<file path="src/rtl/sdram_arbiter.sv">
// sdram_arbiter: shares one byte-wide SDRAM controller between the PPU
// (read-only), the CPU (read/write) and the ROM loader (write-only).
// One access is granted per clkref period ("slot"). A slot without a grant
// lets the controller auto-refresh. After REFRESH_MAX back-to-back granted
// slots, an idle slot is forced.
module sdram_arbiter #(
  parameter int REFRESH_MAX = 8
) (
  input  logic        clk,
  input  logic        reset_n,
  input  logic        clkref,
  input  logic        cpu_req,
  input  logic        cpu_we,
  input  logic [24:0] cpu_addr,
  input  logic [7:0]  cpu_din,
  output logic        cpu_ack,
  output logic [7:0]  cpu_dout,
  input  logic        ppu_req,
  input  logic [24:0] ppu_addr,
  output logic        ppu_ack,
  output logic [7:0]  ppu_dout,
  input  logic        ldr_req,
  input  logic [24:0] ldr_addr,
  input  logic [7:0]  ldr_din,
  output logic        ldr_ack,
  output logic [24:0] mem_addr,
  output logic        mem_we,
  output logic [7:0]  mem_din,
  output logic        mem_oeA,
  output logic        mem_oeB,
  input  logic [7:0]  mem_doutA,
  input  logic [7:0]  mem_doutB,
  output logic [1:0]  slot_owner
);

  localparam logic [1:0] OWN_IDLE = 2'd0;
  localparam logic [1:0] OWN_PPU  = 2'd1;
  localparam logic [1:0] OWN_CPU  = 2'd2;
  localparam logic [1:0] OWN_LDR  = 2'd3;

  localparam logic [7:0] BUSY_MAX = 8'(REFRESH_MAX);

  logic       clkref_q;
  logic       boundary;
  logic [7:0] busy_cnt;
  logic       ppu_elig;
  logic       cpu_elig;
  logic       ldr_elig;
  logic [1:0] next_owner;

  // A slot starts on the first SDRAM clock that sees clkref high after low.
  assign boundary = clkref & ~clkref_q;

  // Delayed copy of clkref for rising-edge detection.
  always_ff @(posedge clk) begin
    if (!reset_n) begin
      clkref_q <= 1'b0;
    end else begin
      clkref_q <= clkref;
    end
  end

  // Choose the owner of the next slot: the owner of the closing slot may not
  // win again, and a full busy counter forces a refresh slot.
  always_comb begin
    ppu_elig   = ppu_req && (slot_owner != OWN_PPU);
    cpu_elig   = cpu_req && (slot_owner != OWN_CPU);
    ldr_elig   = ldr_req && (slot_owner != OWN_LDR);
    next_owner = OWN_IDLE;
    if (busy_cnt != BUSY_MAX) begin
      if (ppu_elig) begin
        next_owner = OWN_PPU;
      end else if (cpu_elig) begin
        next_owner = OWN_CPU;
      end else if (ldr_elig) begin
        next_owner = OWN_LDR;
      end
    end
  end

  // Count consecutive granted slots; any idle slot restarts the count.
  always_ff @(posedge clk) begin
    if (!reset_n) begin
      busy_cnt <= 8'd0;
    end else if (boundary) begin
      if (next_owner == OWN_IDLE) begin
        busy_cnt <= 8'd0;
      end else if (busy_cnt != BUSY_MAX) begin
        busy_cnt <= busy_cnt + 8'd1;
      end
    end
  end

  // Record who owns the slot that just opened.
  always_ff @(posedge clk) begin
    if (!reset_n) begin
      slot_owner <= OWN_IDLE;
    end else if (boundary) begin
      slot_owner <= next_owner;
    end
  end

  // One-clock completion pulse to the owner of the slot being closed.
  always_ff @(posedge clk) begin
    if (!reset_n) begin
      cpu_ack <= 1'b0;
      ppu_ack <= 1'b0;
      ldr_ack <= 1'b0;
    end else begin
      cpu_ack <= 1'b0;
      ppu_ack <= 1'b0;
      ldr_ack <= 1'b0;
      if (boundary) begin
        case (slot_owner)
          OWN_PPU: ppu_ack <= 1'b1;
          OWN_CPU: cpu_ack <= 1'b1;
          OWN_LDR: ldr_ack <= 1'b1;
          default: ;
        endcase
      end
    end
  end

  // Capture read data from the controller as the read slot closes.
  always_ff @(posedge clk) begin
    if (!reset_n) begin
      cpu_dout <= 8'd0;
      ppu_dout <= 8'd0;
    end else if (boundary) begin
      if (slot_owner == OWN_PPU) begin
        ppu_dout <= mem_doutB;
      end
      if ((slot_owner == OWN_CPU) && mem_oeA) begin
        cpu_dout <= mem_doutA;
      end
    end
  end

  // Latch the winner's payload onto the controller bus for the whole slot;
  // an idle slot drops all strobes but keeps address and data.
  always_ff @(posedge clk) begin
    if (!reset_n) begin
      mem_addr <= 25'd0;
      mem_din  <= 8'd0;
      mem_we   <= 1'b0;
      mem_oeA  <= 1'b0;
      mem_oeB  <= 1'b0;
    end else if (boundary) begin
      mem_we  <= 1'b0;
      mem_oeA <= 1'b0;
      mem_oeB <= 1'b0;
      case (next_owner)
        OWN_PPU: begin
          mem_addr <= ppu_addr;
          mem_oeB  <= 1'b1;
        end
        OWN_CPU: begin
          mem_addr <= cpu_addr;
          if (cpu_we) begin
            mem_din <= cpu_din;
            mem_we  <= 1'b1;
          end else begin
            mem_oeA <= 1'b1;
          end
        end
        OWN_LDR: begin
          mem_addr <= ldr_addr;
          mem_din  <= ldr_din;
          mem_we   <= 1'b1;
        end
        default: ;
      endcase
    end
  end

endmodule
</file>
<file path="config.mk">
export PLATFORM = sky130hd
export DESIGN_NAME = sdram_arbiter
export DESIGN_NICKNAME = d
export VERILOG_FILES = /design/src/rtl/sdram_arbiter.sv
export SDC_FILE = /design/constraint.sdc
export NUM_CORES = 1
export LEC_CHECK = 0
export ABC_AREA = 1
export BUFFER_PORTS_ARGS = -buffer_cell sky130_fd_sc_hd__buf_2
export CAP_MARGIN = 20
export CORE_MARGIN = 2
export CORE_UTILIZATION = 46
export DETAILED_ROUTE_END_ITERATION = 16
export PLACE_DENSITY = 0.81
export SKIP_LAST_GASP = 1
export SYNTH_ARGS = -nofsm -noshare
export SYNTH_HDL_FRONTEND = slang
export SYNTH_SLANG_ARGS = --single-unit
</file>
<file path="constraint.sdc">
create_clock -name clk -period 2.2 [get_ports clk]
set_input_delay 0.44 -clock clk [delete_from_list [all_inputs] [get_ports clk]]
set_output_delay 0.44 -clock clk [all_outputs]
set_load 0.01 [all_outputs]
</file>
==> impl_metrics.py <==
metrics = {
    "floorplan": {
        "die_y_um": 89.4,
        "io_pins": 171,
        "start_util_pct": 47.0,
        "placementRows": 31,
        "coreArea_mm2": 0.00714,
        "chipWidth_um": 89.4,
        "die_area_mm2": 0.00799,
    },
    "timing": {
        "setup_ws_ns": 0.247,
        "finClkSkew_ns": 0.0150,
        "drv_slew": 0,
        "tightest_slew_ns": 0.419,
        "finalSetupViolations": 0,
        "rsz0062_at_grt": "no",
        "relSlewSlack_pct": 72.0,
        "hold_viol": 0,
        "max_freq_mhz": 512,
        "tns_ns": 0,
        "period_needed_ns": 1.95,
        "fin_crit_sh_pct": 88.8,
    },
    "route": {
        "routed.top_layer": "met4",
        "drc": 0,
        "drt-total-wl_um": 9160,
        "wl_per_cell_um": 11.5,
        "via_count": 3809,
        "met3WireLength_um": 768,
        "firstDrtPassIters": 4,
        "wl_met1_um": 3770,
        "final_antenna_net_count": 0,
        "vias_per_cell": 4.76,
        "drtIter0Drc": 129,
        "wl_met2_um": 4560,
    },
    "clocking": {
        "clk_latency_ns": 0.34,
        "postCtsHoldBufs": 0,
        "tritoncts": "done",
        "cts_setup_buffers": 0,
        "root_buffer": "clkbuf_8",
        "clock-sinks": 66,
        "cts_resized": 0,
        "cts_buffers": 9,
        "path_clk_slew_ns": 0.08,
        "cts_buffer_depth": 2,
        "htreeDepth": 3,
    },
    "pwr": {
        "p_sw_w": 0.000867,
        "p_sw_share_pct": 27.5,
        "power_w": 0.00315,
        "clockPowerShare_pct": 38.9,
        "ir_worst_vdd_mv": 0.368,
        "intPower_w": 0.00228,
        "p_seq_share_pct": 41.8,
        "leakage_nw": 2.44,
        "pwr-share-comb_pct": 19.3,
        "powerDensity_mw_per_mm2": 695,
    },
    "cells_and_area": {
        "fin_area_mm2": 0.00454,
        "final_cells": 800,
        "drive_gt1_share_pct": 29.8,
        "fin_nets": 812,
        "syn_to_final_growth_pct": 35.2,
        "n_antenna_cell": 0,
        "fillers": 689,
    },
    "global_routing": {
        "gr-usage-all-layers_pct": 22.9,
        "grt_pass1_vias": 3364,
        "antenna_found_initial": 0,
        "grt.overflow.total": 0,
        "grt_start_max_net_pins": 59,
        "grt_pass1_wl_um": 14400,
    },
    "critical_path": {
        "timing.rr.start": "busy_cnt[0]",
        "rr_endpoint": "mem_addr[17]",
        "crit_path_top_delay_cell": "dfxtp_1",
        "crit_path_start_kind": "flop",
        "reg2reg_slack_ns": 0.25,
        "startpoint": "busy_cnt[0]",
        "worstSetupEndpointType": "flop",
        "arrival_ns": 2.17,
        "worstRegToRegCells": 11,
        "critical_path_buf_inv_count": 2,
        "crit_chain": "inv_1, ha_1, nand3_1, nor2_2, nor2_8, nand2_2, nand2_2, buf_12, nand2_1, nor2_1, nor2_1",
        "crit_family": "simple AND/OR/NAND/NOR gates",
        "crit_type": "reg2reg",
        "max_stage_delay_ns": 0.38,
        "crit_required_ns": 2.42,
        "crit_path_max_fanout": 58,
    },
    "yosys": {
        "yosysWarnings": 0,
        "synth-seq-cells": 66,
        "netlist_area_mm2": 0.00335,
        "syn_area_per_cell_um2": 6.33,
        "synth_fp_nets": 646,
        "synth.distinct_cells": 22,
        "syn_inst": 530,
        "yosysSeqAreaShare_pct": 39.4,
    },
    "placement": {
        "placed_cells": 784,
        "placed_area_mm2": 0.00429,
        "dpl.hpwl_um": 6970,
        "preCtsSetupSlack_ns": 0.234,
        "numPortBuffers": 170,
        "gp_congestion": 0.929,
    },
    "hold_path": {
        "holdPathStages": 3,
        "hold-path-endpoint": "clkref_q",
        "hold_path_class": "in2reg",
        "min_from": "clkref",
    },
    "run": {
        "maxCapViolCount": 0,
    },
    "status": {
        "outcome": "completed",
    },
}
[power groups by stage]
stage               logic, W  clock network [W]  registers [W]
finish              0.000608            0.00123        0.00132
global route        0.000690            0.00131        0.00133
CTS                 0.000614            0.00125        0.00132
detailed placement  0.000612                  0        0.00134
global placement    0.000602                  0        0.00134
floorplan           0.000333                  0        0.00137
[layout make-up]
type	instances	area (um2)	share of cell area (%)
Multi-Input combinational cell	375	1670	36.7
Inverter	66	248	5.46
Tap cell	99	124	2.73
Clock inverter	6	115	2.54
Timing Repair Buffer	178	936	20.6
Clock buffer	10	128	2.81
Sequential cell	66	1320	29.1
[cell usage in the layout (no fill, tap or decap), drive strengths merged]
| cell type | instances |
|---|---|
| clkinvlp | 1 |
| a21oi | 15 |
| clkinv | 2 |
| clkbuf | 10 |
| nand4 | 4 |
| ha | 2 |
| buf | 178 |
| dfxtp | 66 |
| nor2 | 118 |
| o21ai | 71 |
| nand3 | 40 |
| nand2 | 121 |
| inv | 66 |
| nor4 | 1 |
| o21bai | 1 |
| bufinv | 3 |
| nor3 | 1 |
| xor2 | 1 |
[worst max-delay path by stage]
stage / cells past startpoint / end / slack, ns
after global placement: 11 / mem_addr[0] / 0.30
after detailed placement: 11 / mem_addr[23] / 0.23
final: 11 / mem_addr[17] / 0.25
after global routing: 12 / mem_addr[17] / 0.02
after CTS: 11 / mem_addr[11] / 0.23
after floorplan: 11 / mem_addr[0] / 0.56
[state kept, by name, indices dropped and copies added (netlist names), 2 cells and up]
name        flops
cpu_dout        8
ppu_dout        8
mem_addr       25
slot_owner      2
mem_din         8
busy_cnt        8
[metrics by stage]
stage,hold slack [ns],utilization [%]
finish,0.310,63.6
global placement,0.452,60.2
global route,0.301,63.6
floorplan,0.459,-
CTS,0.297,63.6
detailed placement,0.456,60.2
[kinds of logic after synthesis]
logic type	Yosys count	share of synthesized area (%)
XOR/XNOR	1	0.261
AO/OA/AOI/OAI	87	13.1
flip-flops	66	39.4
adder cells (fa/ha/maj)	2	0.746
buffers and inverters	89	11.0
AND/OR/NAND/NOR	285	35.6
[routing by layer]
metal	global-route usage, %	vias to the layer above
met2	42.4	148
met4	5.83	0
met5	0	-
met3	7.02	4
met1	25.2	1679
li1	-	1978
[tightest hold or removal path, cell delays in order]
cell,delay (ns)
buf_2,0.09
nand2_1,0.05
inv_1,0.04
[Yosys cell counts, drive strengths merged]
| master | n | area share, % |
|---|---|---|
| o21bai | 1 | 0.22 |
| nor3 | 1 | 0.49 |
| buf | 12 | 2.3 |
| a21oi | 15 | 2.2 |
| clkbuf | 11 | 1.2 |
| nand3 | 40 | 6.0 |
| xor2 | 1 | 0.26 |
| nand2 | 121 | 14 |
| nand4 | 4 | 0.75 |
| o21ai | 71 | 11 |
| ha | 2 | 0.75 |
| nor2 | 118 | 14 |
| inv | 66 | 7.4 |
| dfxtp | 66 | 39 |
| nor4 | 1 | 0.19 |
No activity file was read; power rests on OpenSTA's default activity.
